**src/rtl/instr_fetch_if.sv**
```systemverilog
// Fetch-stage bus: memory request/response ports toward boot ROM and
// instruction memory, plus the instruction stream toward decode.
interface instr_fetch_if;
  logic [15:0] mem_addr;
  logic        rom_req;
  logic        rom_ack;
  logic [31:0] rom_data;
  logic        imem_req;
  logic        imem_ack;
  logic [31:0] imem_data;
  logic        instr_valid;
  logic [31:0] instr_data;
  logic [15:0] instr_pc;
  logic        instr_ready;

  modport master (
    output mem_addr, rom_req, imem_req, instr_valid, instr_data, instr_pc,
    input  rom_ack, rom_data, imem_ack, imem_data, instr_ready
  );

  modport slave (
    input  mem_addr, rom_req, imem_req, instr_valid, instr_data, instr_pc,
    output rom_ack, rom_data, imem_ack, imem_data, instr_ready
  );
endinterface

```
**src/rtl/instr_fetch.sv**
```systemverilog
// Instruction fetch: one-outstanding requests to boot ROM or imem, a 2-entry
// instruction FIFO toward decode, and branch redirects that drop in-flight data.
module instr_fetch #(
  parameter logic [15:0] RESET_PC = 16'h0000
) (
  input  logic          clk,
  input  logic          rst,
  input  logic          boot_mode,
  input  logic          instr_mem_over,
  input  logic          branch_en,
  input  logic [15:0]   branch_pc,
  instr_fetch_if.master bus
);

  typedef enum logic [1:0] {IDLE, WAIT, DISCARD} state_t;

  state_t      state, state_next;
  logic [15:0] pc, pc_next;
  logic [15:0] addr, addr_next;
  logic        src_rom, src_rom_next;

  logic [31:0] fifo_data [2];
  logic [15:0] fifo_pc   [2];
  logic        rd_ptr, wr_ptr;
  logic [1:0]  count, count_next;

  logic        ack;
  logic [31:0] ack_data;
  logic        push, pop;
  logic        issue_ok, issue;

  // Only the port that was latched at issue time can complete a request.
  assign ack      = (state != IDLE) && (src_rom ? bus.rom_ack : bus.imem_ack);
  assign ack_data = src_rom ? bus.rom_data : bus.imem_data;

  assign pop        = (count != 2'd0) && bus.instr_ready;
  assign push       = (state == WAIT) && ack && !branch_en;
  assign count_next = branch_en ? 2'd0 : (count + {1'b0, push} - {1'b0, pop});
  assign issue_ok   = (count_next < 2'd2) && (boot_mode || !instr_mem_over);

  always_comb begin
    state_next   = state;
    pc_next      = pc;
    addr_next    = addr;
    src_rom_next = src_rom;
    issue        = 1'b0;
    case (state)
      IDLE: begin
        pc_next = branch_en ? branch_pc : pc;
        issue   = issue_ok;
      end
      WAIT: begin
        if (ack) begin
          pc_next = branch_en ? branch_pc : pc + 16'd1;
          issue   = issue_ok;
          if (!issue_ok) state_next = IDLE;
        end else if (branch_en) begin
          pc_next    = branch_pc;
          state_next = DISCARD;
        end
      end
      DISCARD: begin
        pc_next = branch_en ? branch_pc : pc;
        if (ack) begin
          issue = issue_ok;
          if (!issue_ok) state_next = IDLE;
        end
      end
      default: state_next = IDLE;
    endcase
    if (issue) begin
      state_next   = WAIT;
      addr_next    = pc_next;
      src_rom_next = boot_mode;
    end
  end

  always_ff @(posedge clk) begin
    if (rst) begin
      state   <= IDLE;
      pc      <= RESET_PC;
      addr    <= RESET_PC;
      src_rom <= 1'b0;
    end else begin
      state   <= state_next;
      pc      <= pc_next;
      addr    <= addr_next;
      src_rom <= src_rom_next;
    end
  end

  // A redirect empties the FIFO outright; pushes and pops that edge are void.
  always_ff @(posedge clk) begin
    if (rst) begin
      count  <= 2'd0;
      rd_ptr <= 1'b0;
      wr_ptr <= 1'b0;
      for (int i = 0; i < 2; i++) begin
        fifo_data[i] <= 32'd0;
        fifo_pc[i]   <= 16'd0;
      end
    end else if (branch_en) begin
      count  <= 2'd0;
      rd_ptr <= 1'b0;
      wr_ptr <= 1'b0;
    end else begin
      if (push) begin
        fifo_data[wr_ptr] <= ack_data;
        fifo_pc[wr_ptr]   <= pc;
        wr_ptr            <= ~wr_ptr;
      end
      if (pop) rd_ptr <= ~rd_ptr;
      count <= count_next;
    end
  end

  assign bus.rom_req     = (state != IDLE) && src_rom;
  assign bus.imem_req    = (state != IDLE) && !src_rom;
  assign bus.mem_addr    = addr;
  assign bus.instr_valid = (count != 2'd0);
  assign bus.instr_data  = fifo_data[rd_ptr];
  assign bus.instr_pc    = fifo_pc[rd_ptr];

endmodule

```
**src/flat_wrapper.sv**
```systemverilog
// flat-port wrapper written by rule: the top's interface ports become plain ports
module instr_fetch_flat 
#(
  parameter logic [15:0] RESET_PC = 16'h0000
)
  (clk, rst, boot_mode, instr_mem_over, branch_en, branch_pc, bus_mem_addr, bus_rom_req, bus_imem_req, bus_instr_valid, bus_instr_data, bus_instr_pc, bus_rom_ack, bus_rom_data, bus_imem_ack, bus_imem_data, bus_instr_ready);
  instr_fetch_if bus_i ();
  input  logic clk;
  input  logic rst;
  input  logic boot_mode;
  input  logic instr_mem_over;
  input  logic branch_en;
  input  logic [15:0] branch_pc;
  output wire logic [$bits(bus_i.mem_addr)-1:0] bus_mem_addr;
  output wire logic [$bits(bus_i.rom_req)-1:0] bus_rom_req;
  output wire logic [$bits(bus_i.imem_req)-1:0] bus_imem_req;
  output wire logic [$bits(bus_i.instr_valid)-1:0] bus_instr_valid;
  output wire logic [$bits(bus_i.instr_data)-1:0] bus_instr_data;
  output wire logic [$bits(bus_i.instr_pc)-1:0] bus_instr_pc;
  input wire logic [$bits(bus_i.rom_ack)-1:0] bus_rom_ack;
  input wire logic [$bits(bus_i.rom_data)-1:0] bus_rom_data;
  input wire logic [$bits(bus_i.imem_ack)-1:0] bus_imem_ack;
  input wire logic [$bits(bus_i.imem_data)-1:0] bus_imem_data;
  input wire logic [$bits(bus_i.instr_ready)-1:0] bus_instr_ready;
  assign bus_mem_addr = bus_i.mem_addr;
  assign bus_rom_req = bus_i.rom_req;
  assign bus_imem_req = bus_i.imem_req;
  assign bus_instr_valid = bus_i.instr_valid;
  assign bus_instr_data = bus_i.instr_data;
  assign bus_instr_pc = bus_i.instr_pc;
  assign bus_i.rom_ack = bus_rom_ack;
  assign bus_i.rom_data = bus_rom_data;
  assign bus_i.imem_ack = bus_imem_ack;
  assign bus_i.imem_data = bus_imem_data;
  assign bus_i.instr_ready = bus_instr_ready;
  instr_fetch #(.RESET_PC(RESET_PC)) u_core (.clk(clk), .rst(rst), .boot_mode(boot_mode), .instr_mem_over(instr_mem_over), .branch_en(branch_en), .branch_pc(branch_pc), .bus(bus_i));
endmodule
```
**config.mk**
```make
export PLATFORM = sky130hd
export DESIGN_NAME = instr_fetch_flat
export DESIGN_NICKNAME = d
export VERILOG_FILES = /design/src/rtl/instr_fetch_if.sv /design/src/rtl/instr_fetch.sv /design/src/flat_wrapper.sv
export SDC_FILE = /design/constraint.sdc
export NUM_CORES = 1
export LEC_CHECK = 0
export ABC_AREA = 1
export BUFFER_PORTS_ARGS = -buffer_cell sky130_fd_sc_hd__clkbuf_2
export CORE_MARGIN = 2
export CORE_UTILIZATION = 50
export CTS_BUF_LIST = sky130_fd_sc_hd__clkbuf_4 sky130_fd_sc_hd__clkbuf_8 sky130_fd_sc_hd__clkbuf_16
export CTS_CLUSTER_SIZE = 10
export DETAILED_ROUTE_END_ITERATION = 8
export PLACE_DENSITY = 0.86
export SLEW_MARGIN = 0
export SYNTH_ARGS = -nofsm -noshare
export SYNTH_HDL_FRONTEND = slang
export SYNTH_SLANG_ARGS = --single-unit
```
**constraint.sdc**
```tcl
create_clock -name clk -period 3.9 [get_ports clk]
set_input_delay 0.39 -clock clk [delete_from_list [all_inputs] [get_ports clk]]
set_output_delay 0.39 -clock clk [all_outputs]
set_load 0.03 [all_outputs]
```
==> results by group <==
Critical path
  • Critical Path Sink Type: flop
  • Crit Path Class: flop to flop
  • Top fanout value on the critical path: 10
  • FF-to-FF Start: u_core.state[0]$_SDFFE_PP0P_
  • Worst Setup Start Kind: flop
  • Reg2reg end: u_core.bus.mem_addr[7]$_SDFFE_PP0P_
  • Path depth of the worst reg2reg path: 13
  • Worst Path Required: between 4 and 5 ns
  • Setup slack, reg-to-reg: 1.27 ns
  • Critical path arrival: slightly below 3 ns

Pwr
  • NetSw: approximately 0.97 mW
  • Sw Ratio: a little over a quarter
  • PwrDens: ~460 nW/µm²
  • Reg power frac: 44.8%
  • Leakage: 3.63 nW
  • Clock power frac: 40.5%
  • Int Pwr: ~2.8 mW
  • Logic pwr share: between 10% and 20%
  • VDD IR-drop max: 0.236 mV

Die
  • DIE AREA: between 10000 and 15000 µm²
  • Row cnt: 42
  • DIE HEIGHT: 120 µm
  • Ports: between 150 and 200
  • Core ar.: roughly 13000 µm²
  • Die Wd: approximately 120 µm
  • Starting Density: roughly 51%

Final layout
  • Final Util: between 60 and 70%
  • Proportion of layout cells with a drive suffix above 1: between 30% and 40%
  • Area growth from synthesis to layout: 21.5%
  • Final #Nets: 935
  • Post-route cell area: between 8000 and 9000 µm²
  • Diode count: 0

Logic synthesis
  • Syn Nets: roughly 790
  • Largest family of logic cells by synthesized area: simple AND/OR/NAND/NOR gates
  • Synth Area in XOR/XNOR: less than 1%
  • Post-synthesis cell count: 693
  • Post-synthesis mux area share: 12.8%
  • Synth cell types: 30
  • Register area share after synthesis: ~55%
  • Flops & latches, synth: 136
  • Synth Warn #: 0
  • Synth Area in Compound Gates: approximately 5%
  • Avg Cell Area, Syn: between 9 and 10 µm²
  • Simple logic cell fraction of the synthesized area: 20.7%
  • Cell area after synthesis: ~6700 µm²
  • Synth Area in Adders: 1.30%

Global route
  • GR Overflow Total: 0
  • Largest net degree at the start of global routing: a little under 50
  • Vias in the first global route: between 4000 and 5000
  • First-pass GRT wire length: 24300 µm
  • Tot GR Track Use: 22.0%
  • Antenna violations before repair: 0

Clock network
  • PostCTS Resize Cnt: 0
  • Total CTS buffers: 17
  • Postcts setup bufs: 0
  • Hold-fix buffers at CTS: 0
  • H-Tree Depth: 4
  • Clock sinks: 136
  • Worst-path clk slew: 0.05 ns
  • Clk_lat worst skew: between 0.4 and 0.5 ns
  • Root buffer cell: clkbuf_16
  • CTS tree: done
  • CTS max path bufs: 2

Routing
  • Remaining DRCs: 0
  • Detailed Routing Iterations Pass 1: 5
  • Drt wl/cell: approximately 15 µm
  • Post-DR vias/cell: approximately 5.2
  • Via Count: around 5300
  • Final wirelength: around 15000 µm
  • Antenna Violating Nets Remaining: 0
  • First DRT Iteration DRCs: between 400 and 500

Timing
  • RSZ-0062 raised after global routing: false
  • Fmax: around 380 MHz
  • Final Skew: between 0.005 and 0.006 ns
  • Final TNS setup: 0 ns
  • Relative slew margins: 23.5%
  • Worst Max-Slew Pin Slew: between 1 and 1.5 ns
  • Pins Over Slew Limit: 0
  • Final setup viols: 0
  • Final Hold Viols: 0
  • Clock period minus worst slack: 2.63 ns
  • Crit share post-route: about two thirds

Placed design
  • Placed Area: 7600 µm²
  • Routability congestion estimate: around 0.9
  • IO Port Bufs: between 150 and 200
  • Post-detail-place hpwl: between 10000 and 15000 µm

Min path
  • Min-delay src: boot_mode
  • Hold endpoint: u_core.src_rom$_SDFFE_PP0P_
  • Worst Hold Class: primary input to flop
  • Worst hold stages: 3

Status
  • Status: finished, final reports clean

Run
  • Max_cap viols: 0
how the worst max path moves through the flow:
stage	startpoint	to	slack [ns]	depth (start not counted)
final	u_core.state[0]$_SDFFE_PP0P_	u_core.bus.mem_addr[7]$_SDFFE_PP0P_	1.27	13
after global routing	u_core.state[0]$_SDFFE_PP0P_	u_core.bus.mem_addr[15]$_SDFFE_PP0P_	0.97	16
after CTS	u_core.state[0]$_SDFFE_PP0P_	u_core.bus.mem_addr[0]$_SDFFE_PP0P_	1.26	13
after detailed placement	u_core.state[0]$_SDFFE_PP0P_	u_core.bus.mem_addr[0]$_SDFFE_PP0P_	1.26	13
after global placement	u_core.state[1]$_SDFFE_PP0P_	u_core.bus.mem_addr[3]$_SDFFE_PP0P_	1.38	13
after floorplan	u_core.state[1]$_SDFFE_PP0P_	u_core.fifo_data[0][0]$_SDFFCE_PN0P_	0.97	9
layer usage:
| layer | vias up | GRT usage, % | part of all wire (%) |
|---|---|---|---|
| met5 | - | 0 | 0 |
| met4 | 0 | 7.87 | 1.7 |
| met3 | 24 | 5.70 | 7.0 |
| met2 | 238 | 37.0 | 49 |
| met1 | 2473 | 27.2 | 42 |
| li1 | 2611 | - | - |
stage by stage:
step | worst slack [ns] | hold WS (ns) | cells | power [mW]
final | 1.27 | 0.290 | 1028 | 3.72
after global routing | 0.973 | 0.306 | 1028 | 3.87
after CTS | 1.26 | 0.287 | 1028 | 3.74
after detailed placement | 1.26 | 0.435 | 997 | 2.24
after global placement | 1.38 | 0.434 | 997 | 2.23
after floorplan | 0.966 | 0.426 | 693 | 2.07
registers in the layout, indices dropped and copies added, names as in the netlist, named ones only:
signal / cells
u_core.pc: 16
u_core.rd_ptr: 1
u_core.fifo_pc: 32
u_core.bus.mem_addr: 16
u_core.count: 2
u_core.state: 2
u_core.src_rom: 1
u_core.fifo_data: 64
u_core.wr_ptr: 1
power by group through the flow:
stage	logic, mW	registers [mW]	clock network [mW]
2_1_floorplan	0.337	1.73	0
4_1_cts	0.547	1.67	1.53
5_1_grt	0.597	1.68	1.60
6_report	0.546	1.67	1.51
3_5_place_dp	0.544	1.70	0
3_3_place_gp	0.534	1.69	0
cell usage after synthesis, drive strengths merged:
master | number | area share, %
nand4 | 7 | 0.88
nand2 | 107 | 6.3
edfxtp | 96 | 43
nand3 | 39 | 3.1
or2 | 7 | 0.65
o211a | 1 | 0.15
inv | 51 | 2.9
nor3 | 1 | 0.074
a21oi | 35 | 3.1
dfxtp | 40 | 12
buf | 13 | 1.3
nand3b | 2 | 0.22
xnor2 | 1 | 0.13
ha | 7 | 1.3
mux2i | 32 | 4.8
clkbuf | 19 | 1.1
nor2 | 164 | 9.5
o21ai | 23 | 1.7
mux2 | 48 | 8.0
cell type report:
cell class | count | area, µm²
inverter | 51 | 194
fill | 1099 | 5030
sequential | 136 | 3690
tap | 176 | 220
multi-input combinational | 474 | 2690
clock inverter | 11 | 108
clock buffer | 20 | 448
timing repair buffer | 160 | 816
layout by cell type, fill, tap and decap left out, types with 9 or more instances in the layout:
cell type,netlist,routed
a21oi_1,26,26
clkbuf_16,0,17
clkbuf_2,0,154
o21ai_0,23,23
nand2_1,101,99
nor2_1,161,161
nand3_1,36,36
mux2_2,48,48
a21oi_2,9,9
mux2i_1,32,32
edfxtp_1,96,96
inv_1,47,47
dfxtp_1,40,38
worst max-delay path: stages, from the launching register on:
cell and delay [ns]:
dfxtp_1 0.38, inv_1 0.08, ha_1 0.27, inv_2 0.11
nand3_2 0.10, nand2_4 0.11, nand2_2 0.14, nor2_4 0.16
ha_1 0.18, nand3_1 0.08, nand3_1 0.23, nand4_4 0.21
nand2_2 0.34, a21oi_2 0.10
logic make-up after synthesis:
| logic type | Yosys count |
|---|---|
| AOI/OAI and AO/OA | 59 |
| buffers and inverters | 83 |
| muxes | 80 |
| DFF | 136 |
| xor gates and xnor gates | 1 |
| and+or+nand+nor | 327 |
| adders and majority gates | 7 |
(Power assumes the default switching activity.)
